==> src/rtl/adder_pkg.sv <==
// adder_pkg: shared state encoding and sizing helper for the serial adder.
package adder_pkg;

    typedef enum logic [1:0] {IDLE, RUN, DONE} adder_state_t;

    function automatic int cnt_width(input int steps);
        return (steps > 1) ? $clog2(steps) : 1;
    endfunction

endpackage

==> src/rtl/adder_1bit.sv <==
// adder_1bit: single-bit full adder, one link of the per-cycle ripple chain.
module adder_1bit (
    input  logic a,
    input  logic b,
    input  logic carry_in,
    output logic sum,
    output logic carry_out
);

    assign sum       = a ^ b ^ carry_in;
    assign carry_out = (a & b) | (carry_in & (a ^ b));

endmodule

==> src/rtl/adder_serial_nbit.sv <==
// adder_serial_nbit: multi-cycle adder consuming BITS_PER_CYCLE operand bits per clock,
// LSB chunk first, reporting sum, carry-out and signed overflow with a one-cycle done pulse.
module adder_serial_nbit
    import adder_pkg::*;
#(
    parameter int WIDTH          = 16,
    parameter int BITS_PER_CYCLE = 1
) (
    input  logic             clk,
    input  logic             rst,
    input  logic             start,
    input  logic [WIDTH-1:0] a,
    input  logic [WIDTH-1:0] b,
    input  logic             carry_in,
    output logic             busy,
    output logic             done,
    output logic [WIDTH-1:0] sum,
    output logic             carry_out,
    output logic             overflow
);

    localparam int B     = BITS_PER_CYCLE;
    localparam int STEPS = WIDTH / BITS_PER_CYCLE;
    localparam int CW    = cnt_width(STEPS);

    adder_state_t     state_q, state_d;
    logic [CW-1:0]    cnt_q, cnt_d;
    logic [WIDTH-1:0] a_q, a_d, b_q, b_d, psum_q, psum_d, sum_q, sum_d;
    logic             carry_q, carry_d, cout_q, cout_d, ovf_q, ovf_d;
    logic             busy_q, busy_d, done_q, done_d;
    logic [B:0]       chain_c;
    logic [B-1:0]     chunk_s;
    logic [WIDTH-1:0] psum_next;
    logic             accept, last;

    assign chain_c[0] = carry_q;

    for (genvar i = 0; i < B; i++) begin : g_fa
        adder_1bit u_fa (
            .a        (a_q[i]),
            .b        (b_q[i]),
            .carry_in (chain_c[i]),
            .sum      (chunk_s[i]),
            .carry_out(chain_c[i+1])
        );
    end

    assign accept    = (state_q != RUN) && start;
    assign last      = (state_q == RUN) && (cnt_q == CW'(STEPS - 1));
    // New chunk enters at the MSB end; after STEPS shifts the LSB chunk sits at bit 0.
    assign psum_next = WIDTH'({chunk_s, psum_q} >> B);

    always_comb begin
        state_d = state_q;
        cnt_d   = cnt_q;
        a_d     = a_q;
        b_d     = b_q;
        carry_d = carry_q;
        psum_d  = psum_q;
        sum_d   = sum_q;
        cout_d  = cout_q;
        ovf_d   = ovf_q;
        if (accept) begin
            state_d = RUN;
            cnt_d   = '0;
            a_d     = a;
            b_d     = b;
            carry_d = carry_in;
            psum_d  = '0;
        end else if (state_q == RUN) begin
            a_d     = a_q >> B;
            b_d     = b_q >> B;
            carry_d = chain_c[B];
            psum_d  = psum_next;
            cnt_d   = last ? '0 : cnt_q + CW'(1);
            if (last) begin
                state_d = DONE;
                sum_d   = psum_next;
                cout_d  = chain_c[B];
                ovf_d   = chain_c[B] ^ chain_c[B-1];
            end
        end else begin
            state_d = IDLE;
        end
        busy_d = (state_d == RUN);
        done_d = last;
    end

    always_ff @(posedge clk) begin
        if (rst) begin
            state_q <= IDLE;
            cnt_q   <= '0;
            a_q     <= '0;
            b_q     <= '0;
            carry_q <= 1'b0;
            psum_q  <= '0;
            sum_q   <= '0;
            cout_q  <= 1'b0;
            ovf_q   <= 1'b0;
            busy_q  <= 1'b0;
            done_q  <= 1'b0;
        end else begin
            state_q <= state_d;
            cnt_q   <= cnt_d;
            a_q     <= a_d;
            b_q     <= b_d;
            carry_q <= carry_d;
            psum_q  <= psum_d;
            sum_q   <= sum_d;
            cout_q  <= cout_d;
            ovf_q   <= ovf_d;
            busy_q  <= busy_d;
            done_q  <= done_d;
        end
    end

    assign busy      = busy_q;
    assign done      = done_q;
    assign sum       = sum_q;
    assign carry_out = cout_q;
    assign overflow  = ovf_q;

endmodule
==> config.mk <==
export PLATFORM = sky130hd
export DESIGN_NAME = adder_serial_nbit
export DESIGN_NICKNAME = d
export VERILOG_FILES = /design/src/rtl/adder_pkg.sv /design/src/rtl/adder_1bit.sv /design/src/rtl/adder_serial_nbit.sv
export SDC_FILE = /design/constraint.sdc
export NUM_CORES = 1
export LEC_CHECK = 0
export CORE_MARGIN = 2
export CORE_UTILIZATION = 34
export CTS_CLUSTER_SIZE = 30
export DETAILED_ROUTE_END_ITERATION = 8
export PLACE_DENSITY = 0.66
export SLEW_MARGIN = 10
export SYNTH_ARGS = -nofsm -noshare
export SYNTH_HDL_FRONTEND = slang
export SYNTH_HIERARCHICAL = 1
export SYNTH_SLANG_ARGS = --single-unit
==> constraint.sdc <==
create_clock -name clk -period 2.15 [get_ports clk]
set_input_delay 0.43 -clock clk [delete_from_list [all_inputs] [get_ports clk]]
set_output_delay 0.43 -clock clk [all_outputs]
set_load 0.02 [all_outputs]
## Yosys cells after proc, flatten, opt, wreduce, memory -nomap -nowiden

Cells that the tools add are included.

| word-level totals | value |
|---|---|
| input port bits | 36 |
| logic and storage cells | 38 |
| flip-flop bits (word level) | 75 |
| output and inout port bits | 20 |

| operators by class | value |
|---|---|
| reductions and logical operators | 5 |
| equal/unequal tests | 4 |
| bitwise gates (word level) | 7 |
| add/sub/neg operators | 1 |
| muxes and demuxes | 10 |

Operators with widths:

| operator | count |
|---|---|
| two-way mux 16 bit | 4 |
| two-way mux 2 bit | 3 |
| adder 4 x 1 -> 4 bit (second input constant) | 1 |
| == test 2 x 1 -> 1 bit (second input constant) | 2 |
| == test 4 bit (second input constant) | 1 |
| two-way mux 4 bit | 1 |
| AND reduction 3 bit | 1 |
| XOR 1 bit | 3 |
| AND 1 bit | 2 |
| logical AND 1 bit | 2 |
| two-way mux 1 bit | 2 |
| != test 2 x 1 -> 1 bit (second input constant) | 1 |
| nonzero test 2 bit | 1 |
| OR reduction 2 bit | 1 |
| inverter 1 bit | 1 |
| OR 1 bit | 1 |

## Longest topological paths before layout

Gate-level depths: netlist (run 1).

| logic depth | value |
|---|---|
| depth after elaboration | 6 |
| gate-level depth with buffers | 6 |
| gate-level depth less buffers | 4 |

## Cells and area by module

Netlist (run 1), hierarchy kept.

By module, submodules not included:

| module | area each (µm²) | instances | cells each | sequential area each (µm²) |
|---|---|---|---|---|
| adder_serial_nbit | 2851.5 | 1 | 286 | 1481.4 |
| adder_1bit | 20.0 | 1 | 1 | 0.0 |

## Worst setup path after synthesis (run 1)

Ideal clock, no wire load.

| timing | value |
|---|---|
| kind | reg-to-reg |
| start point | register cnt_q[0] |
| end point | register sum_q[10] (netlist: sum[10]) |
| slack | 0.645 ns |
| arrival time | 1.448 ns |
| library setup time | 0.058 ns |
| stages on the path, launching flop included | 7 |
| buffers on the path | 2 |
| cell sequence | dfxtp_1 ha_1 and3_1 buf_6 a21oi_2 buf_6 a22o_2 |

| between the ends | value |
|---|---|
| longest elaborated chain between the ends | 3 |

RTL lines:

| item | line | RTL |
|---|---|---|
| from (decl) | adder_serial_nbit.sv:27 | `logic [CW-1:0] cnt_q, cnt_d;` |
| from (signal assigned) | adder_serial_nbit.sv:104 | `cnt_q <= cnt_d;` |
| == test 4 bit | adder_serial_nbit.sv:49 | `assign last = (state_q == RUN) && (cnt_q == CW'(STEPS - 1));` |
| logical AND 1 bit | adder_serial_nbit.sv:49 |  |
| AND reduction 3 bit (no source line) | n/a |  |
| to (signal assigned) | adder_serial_nbit.sv:109 | `sum_q <= sum_d;` |
| to (decl) | adder_serial_nbit.sv:28 | `logic [WIDTH-1:0] a_q, a_d, b_q, b_d, psum_q, psum_d, sum_q, sum_d;` |

Every way passes these cells.
A chain may end at the register's enable or synchronous reset.

## Worst setup path after layout (run 1)

| timing | value |
|---|---|
| start point | register cout_q (netlist: carry_out) |
| end point | output carry_out |

RTL lines:

| item | line | RTL |
|---|---|---|
| from (decl) | adder_serial_nbit.sv:29 | `logic carry_q, carry_d, cout_q, cout_d, ovf_q, ovf_d;` |
| from (signal assigned) | adder_serial_nbit.sv:110 | `cout_q <= cout_d;` |
| to (decl) | adder_serial_nbit.sv:18 | `output logic carry_out,` |

No word-level cell between the ends.

==> impl_metrics.tcl, run 1 <==
set metrics [dict create \
    io_buffers 55 \
    grt_max_degree 36 \
    die_y_um 95.90 \
    drt_pass1_iterations 4 \
    cp_num_buf_inv 1 \
    avgViaCountPerCell 4.824 \
    outcome "complete, no violations" \
    antenna_cells 0 \
    via_count 2166 \
    tns_ns 0 \
    cts_root_buffer "clkbuf_8" \
    clk_pin_slew_ns 0.08 \
    clk_latency_ns 0.33 \
    crit_slowest_cell "clkdlybuf4s50_1" \
    grt_pass1_vias 2072 \
    ant_nets 0 \
    grt_overflow 0 \
    fin_skew_ns 0.008592 \
    yosys.area_share.simple_pct 11.55 \
    fin_nets 378 \
    synth_area_um2 2872 \
    hold_buffers 0 \
    r2r-start "cnt_q[0]" \
    synth_compound_area_share_pct 18.74 \
    avgSynthCellArea_um2 10.01 \
    ys_warn_count 6 \
    setup_viol 0 \
    grt_pass1_wl_mm 9.749 \
    end_kind "primary output" \
    cp_max_fo 2 \
    synth_area_leaders "dfxtp_1, mux2i_1, a211oi_1" \
    final_common_cell "dfxtp_1" \
    start_util_pct 34.95 \
    hold_class "reg2reg" \
    rsz0062_at_grt "false" \
    htree_levels 3 \
    crit_type "reg2out" \
    mostFrequentLayoutCells "dfxtp_1, clkdlybuf4s50_1, nand2_1" \
    synth_top_cell_by_area "dfxtp_1" \
    drt_wl_total_mm 5.827 \
    antenna_found_initial 0 \
    path_cells "clkdlybuf4s50_1" \
    post_cts.repair.setup_buffers 0 \
    ys_seq_area_share_pct 51.59 \
    cp.arrival_ns 1.34 \
    static-leakage-power_nw 1.427 \
    cts-buffers-inserted 9 \
    critPathTopFamily "buffers and inverters" \
    synth_cell_type_count 32 \
    layout-drive-gt1-share_pct 11.92 \
    core_um2 8217 \
    rows 33 \
    num_io_pins 56 \
    crit_required_ns 1.72 \
    place_hpwl_mm 3.947 \
    startpoint "carry_out" \
    gp_congestion 0.7678 \
    muxShareOfSynthArea_pct 11.50 \
    fp.dieW_um 95.90 \
    grt_use_total_pct 13.67 \
    synth_xor_area_share_pct 0.6100 \
    drc_errors 0 \
    worst-slew-pin-transition_ns 0.5246 \
    synth_top_family_by_area "compound AO/OA/AOI/OAI gates" \
    ir_drop_v 0.0003558 \
    synth_cells 287 \
    min_from "psum_q[1]" \
    hold_viol 0 \
    wl_per_cell_um 12.98 \
    clock_path_buffers 2 \
    syn_to_final_growth_pct 29.06 \
    slew_viol_final 0 \
    fin_crit_ns 1.770 \
    syn_nets 325 \
    synth_top_area_share_pct 51.59 \
    cap_violations 0 \
    cpPeakStageDelay_ns 0.63 \
    r2r_setup_slack_ns 0.61 \
    powerDensity_nw_per_um2 758.6 \
    synthAdderAreaFrac_pct 1.133 \
    fillers 774 \
    cts_tree "done" \
    slew_headroom_pct 65.03 \
    holdWs_ns 0.4660 \
    post_cts_resize_count 0 \
    start_kind "register" \
    synth-seq-cells 74 \
    fmax_mhz 564.9 \
    finalCritPeriodShare_pct 82.34 \
    drtIter0Drc 78 \
    clock-sinks 74 \
    p_total_mw 2.811 \
    dieArea_um2 9197 \
]
-- power by group --
| group | switching (mW) | internal (mW) |
|---|---|---|
| clock | 0.502 | 0.557 |
| sequential | 0.0343 | 1.43 |
| combinational | 0.141 | 0.148 |
| total | 0.677 | 2.13 |
-- Yosys cell counts (all sizes together) --
cell type,n
a211oi,31
a21o,1
a21oi,21
a22o,17
a311oi,1
and3,1
buf,19
clkbuf,6
dfxtp,74
fa,1
ha,1
mux2i,33
nand2,34
nand2b,1
nand3b,2
nor2,32
nor2b,1
nor3,2
nor3b,2
o21a,2
o21ai,1
or3,2
xnor2,1
xor2,1
-- cell type report --
type	instances	area, um^2	share of cell area (%)
Clock inverter	5	55.05	1.485
Multi-Input combinational cell	188	1252	33.79
Tap cell	105	131.4	3.545
Timing Repair Buffer	67	648.1	17.49
Clock buffer	10	137.6	3.714
Sequential cell	74	1481	39.97
-- metrics by stage --
step           setup WS (ns)  instances  area (um^2)  utilization [%]
2_1_floorplan         0.6449        287         2872                -
3_3_place_gp          0.4861        434         3513            42.76
3_5_place_dp          0.4773        434         3513            42.76
4_1_cts               0.3608        449         3706            45.10
5_1_grt               0.3229        449         3706            45.10
6_report              0.3797        449         3706            45.10
-- layer usage --
layer / vias to the layer above / wire length, um / GRT usage [%]
met5: - / 0 / 0
met4: 0 / 0 / 4.048
met3: 0 / 361 / 5.403
met2: 51 / 2664 / 20.63
met1: 993 / 2801 / 18.03
li1: 1122 / - / -
-- state kept, by name, summed over array words and instances, names as in the netlist --
signal,count
a_q,16
b_q,16
sum,16
psum_q,15
cnt_q,4
state_q,2
busy,1
carry_out,1
carry_q,1
done,1
overflow,1
-- final timing paths --
path | to | cells past startpoint
setup / recovery | carry_out | 1
hold / removal | psum_q[1] | 2
setup reg to reg | sum[13] | 5
hold reg to reg | psum_q[1] | 2
-- kinds of logic (layout without fill, tap and decap cells) --
| group | count (synthesis) | in the layout |
|---|---|---|
| and+or+nand+nor | 77 | 77 |
| xor gates and xnor gates | 2 | 2 |
| AOI/OAI and AO/OA | 74 | 74 |
| DFF | 74 | 74 |
| adders and majority gates | 2 | 2 |
| muxes | 33 | 33 |
| buffers and inverters | 25 | 82 |
Power figures use the tool's default switching activity.
==> run 2: changes to the inputs <==
--- a/config.mk
+++ b/config.mk
@@ -9,7 +9,7 @@
 export CORE_UTILIZATION = 34
 export CTS_CLUSTER_SIZE = 30
 export DETAILED_ROUTE_END_ITERATION = 8
-export PLACE_DENSITY = 0.66
+export PLACE_DENSITY = 0.68
 export SLEW_MARGIN = 10
 export SYNTH_ARGS = -nofsm -noshare
 export SYNTH_HDL_FRONTEND = slang
==> constraint.sdc (replaced) <==
create_clock -name clk -period 1.5 [get_ports clk]
set_input_delay 0.3 -clock clk [delete_from_list [all_inputs] [get_ports clk]]
set_output_delay 0.3 -clock clk [all_outputs]
set_load 0.02 [all_outputs]
==> impl_metrics.tcl, run 2 (synthesis gave the netlist of run 1 again) <==
set metrics [dict create \
    grt_use_total_pct 13.89 \
    grt_pass1_vias 2106 \
    fin_skew_ns 0.01223 \
    clk_pin_slew_ns 0.07 \
    slew_headroom_pct 79.63 \
    cts_root_buffer "clkbuf_8" \
    drt_pass1_iterations 4 \
    fp.dieW_um 95.90 \
    static-leakage-power_nw 1.584 \
    dp.cells 441 \
    end_kind "register" \
    drt_wl_total_mm 5.859 \
    clock-sinks 74 \
    die_y_um 95.90 \
    finalCritPeriodShare_pct 92.47 \
    hold_class "reg2reg" \
    drc_errors 0 \
    start_util_pct 34.95 \
    grt_max_degree 36 \
    io_buffers 55 \
    gp_congestion 0.7536 \
    finish.cell_count_without_fillers 456 \
    pre_cts_ws_ns -0.03781 \
    via_count 2198 \
    cts-buffers-inserted 9 \
    crit_type "reg2reg" \
    crit_required_ns 1.72 \
    worst-slew-pin-transition_ns 0.3056 \
    setup_viol 0 \
    htree_levels 3 \
    slew_viol_final 0 \
    powerDensity_nw_per_um2 1094 \
    rows 33 \
    layout-drive-gt1-share_pct 13.96 \
    place_hpwl_mm 4.114 \
    cpPeakStageDelay_ns 0.33 \
    fmax_mhz 720.9 \
    rsz0062_at_grt "false" \
    p_total_mw 4.186 \
    cap_violations 0 \
    dieArea_um2 9197 \
    grt_pass1_wl_mm 10.04 \
    antenna_cells 0 \
    grt_overflow 0 \
    clk_latency_ns 0.34 \
    path_cells "ha_1 > and3_4 > nor3b_4 > buf_12 > a22o_2" \
    start_kind "register" \
    num_io_pins 56 \
    ant_nets 0 \
    final_common_cell "dfxtp_1" \
    fin_nets 385 \
    antenna_found_initial 0 \
    fillers 767 \
    crit_slowest_cell "dfxtp_1" \
    setup_ws_ns 0.1129 \
    avgViaCountPerCell 4.820 \
    outcome "complete, no violations" \
    fin_crit_ns 1.387 \
    mostFrequentLayoutCells "dfxtp_1, nand2_1, clkdlybuf4s50_1" \
    cp_max_fo 16 \
    hold_viol 0 \
    cp.arrival_ns 1.61 \
    syn_to_final_growth_pct 33.25 \
    drtIter0Drc 79 \
    core_um2 8217 \
    clock_path_buffers 2 \
    ir_drop_v 0.0004958 \
    wl_per_cell_um 12.85 \
    cts_tree "done" \
]
[run 2: final timing paths]
check | start | to | slack [ns] | depth (start not counted)
worst min register to register | psum_q[1] | psum_q[1] | 0.46 | 2
worst max register to register | cnt_q[0] | sum[13] | 0.11 | 5
worst max-delay path | cnt_q[0] | sum[13] | 0.11 | 5
worst min-delay path | psum_q[1] | psum_q[1] | 0.46 | 2
[run 2: per-layer routing]
| layer | share of wire [%] | vias up | track usage [%] |
|---|---|---|---|
| met4 | 0.65 | 0 | 3.214 |
| met5 | 0 | - | 0 |
| met1 | 48 | 1004 | 18.29 |
| met2 | 46 | 51 | 22.20 |
| li1 | - | 1139 | - |
| met3 | 5.3 | 4 | 4.464 |
[run 2: stage by stage]
stage	area, um^2	util [%]	setup TNS [ns]	hold WS (ns)
floorplan	2879	-	0	0.4360
global placement	3638	44.28	-0.01351	0.4460
detailed placement	3638	44.28	-0.2687	0.4514
CTS	3821	46.51	0	0.4624
global route	3826	46.57	0	0.4777
finish	3826	46.57	0	0.4592
[run 2: cell type report]
type | count | area (um^2) | share of cell area (%)
clock inverter | 5 | 80.08 | 2.093
multi-input combinational | 188 | 1267 | 33.13
clock buffer | 10 | 127.6 | 3.336
tap | 105 | 131.4 | 3.434
timing repair buffer | 74 | 738.2 | 19.29
sequential | 74 | 1481 | 38.72
[run 2: worst max-delay path, delay by kind of cell (launching register included)]
family	cells	cell delay, ns
AOI/OAI and AO/OA	1	0.20
adders and majority gates	1	0.22
buffers and inverters	1	0.15
DFF	1	0.33
and+or+nand+nor	2	0.37
[run 2: timing repair]
action                     in CTS  in global routing
cloned                          0                  0
hold buffers                    0                  0
buffers inserted                0                  0
pin swaps                       0                  0
setup endpoints to repair      20                 17
gates resized for setup        20                  2
[run 2: power by group]
part	total [mW]	switching (mW)	leakage, nW	internal (mW)
combinational	0.445	0.208	0.881	0.237
sequential	2.10	0.0486	0.605	2.05
clock	1.64	0.719	0.0984	0.925
total	4.19	0.976	1.58	3.21
==> variant (flow settings as in run 1) <==
Change the parameter `WIDTH` from 16 to 32.
--- a/src/rtl/adder_serial_nbit.sv
+++ b/src/rtl/adder_serial_nbit.sv
@@ -4,5 +4,5 @@
     import adder_pkg::*;
 #(
-    parameter int WIDTH          = 16,
+    parameter int WIDTH          = 32,
     parameter int BITS_PER_CYCLE = 1
 ) (
Interface: changed (resized a, b and sum); port bits go from 56 to 104. No check against the original RTL was run, so the function may have changed too.
==> variant against run 1 <==
Total power up 110%. Routed wire length increased by 95%. Clock skew fell by 0.00096 ns. Die area up 85%. Synthesized area grew 89%. Setup slack lost 0.10 ns. Cell area grew 91%. Clock power rose to 2.6 times the old value. Sequential cell count up 65. Cell count grew 90%. Register-to-register slack worse by 0.24 ns.
==> variant: results (changes against run 1) <==
| Metric | Value |
|---|---|
| Most frequent cells after synthesis | `139 x dfxtp_1, 70 x nor2_1, 65 x mux2i_1, 65 x nand2_1, 63 x a211oi_1` |
| Seq/Total Area, Yosys | `51.3% (-0.26 points)` |
| Outcome | `completed` |
| Mux share of post-synthesis cell area | `12.0% (+0.50 points)` |
| Met3 usage | `6.40% (+0.99 points)` |
| Actual slew at the worst max-slew pin | `0.513 ns (-0.0116 ns)` |
| DR iter-0 viols | `218 (+180%)` |
| Switching share of total power | `24.0% (-0.045 points)` |
| Reg2Reg Depth | `6 (+1)` |
| XOR/XNOR Fraction of Synth Area | `0.162% (-0.45 points)` |
| Launch point of the worst path | `sum[31]` |
| WL met3 | `873 um (+140%)` |
| Vias in the first global route | `3956 (+91%)` |
| Synth area leaders | `dfxtp_1 51%, mux2i_1 12%, a211oi_1 8.7%, a22o_1 5.5%, nor2_1 4.8%` |
| FF-to-FF setup slack | `0.37 ns (-0.24 ns)` |
| Synth top area share | `51.3% (-0.26 points)` |
| Largest net degree at the start of global routing | `82 (+130%)` |
| Area grow syn2layout | `30.6%` |
| GR Util met2 | `22.5% (+1.8 points)` |
| P_leak | `2.75 nW (+92%)` |
| Worst stage delay on the critical path | `0.65 ns (+0.02 ns)` |
| Max rail drop VDD | `0.000579 V (+63%)` |
| Initial antenna violation count | `1 (+1)` |
| DP Wirelength | `7580 um (+92%)` |
| Syn Nets | `611 (+88%)` |
variant: cell count changes in the layout (fill, tap and decap cells not counted), sizes merged, moves of 16 or more:
cell           delta
nor2             +40
nand2            +32
a21oi            +16
a22o             +17
dfxtp            +65
mux2i            +32
clkdlybuf4s50    +47
a211oi           +32
variant: cell type report:
type                       count  share of cell area [%]
sequential                   139                    39.3
multi-input combinational    354                    32.6
timing repair buffer         111                    16.4
clock buffer                  18                    6.20
tap                          216                    3.82
clock inverter                14                    1.75
variant: stage by stage:
stage	worst slack [ns]	power, W	hold WS [ns]	std cells
final	0.276	0.00603	0.457	852
after global routing	0.238	0.00628	0.486	852
after CTS	0.255	0.00610	0.459	852
after detailed placement	0.390	0.00335	0.451	820
after global placement	0.469	0.00333	0.447	820
after floorplan	0.617	0.00316	0.435	540
variant: tightest hold or removal path, stage by stage, from the launching register on:
cell     delay, ns
dfxtp_1       0.31
nand2_1       0.05
a21oi_1       0.05
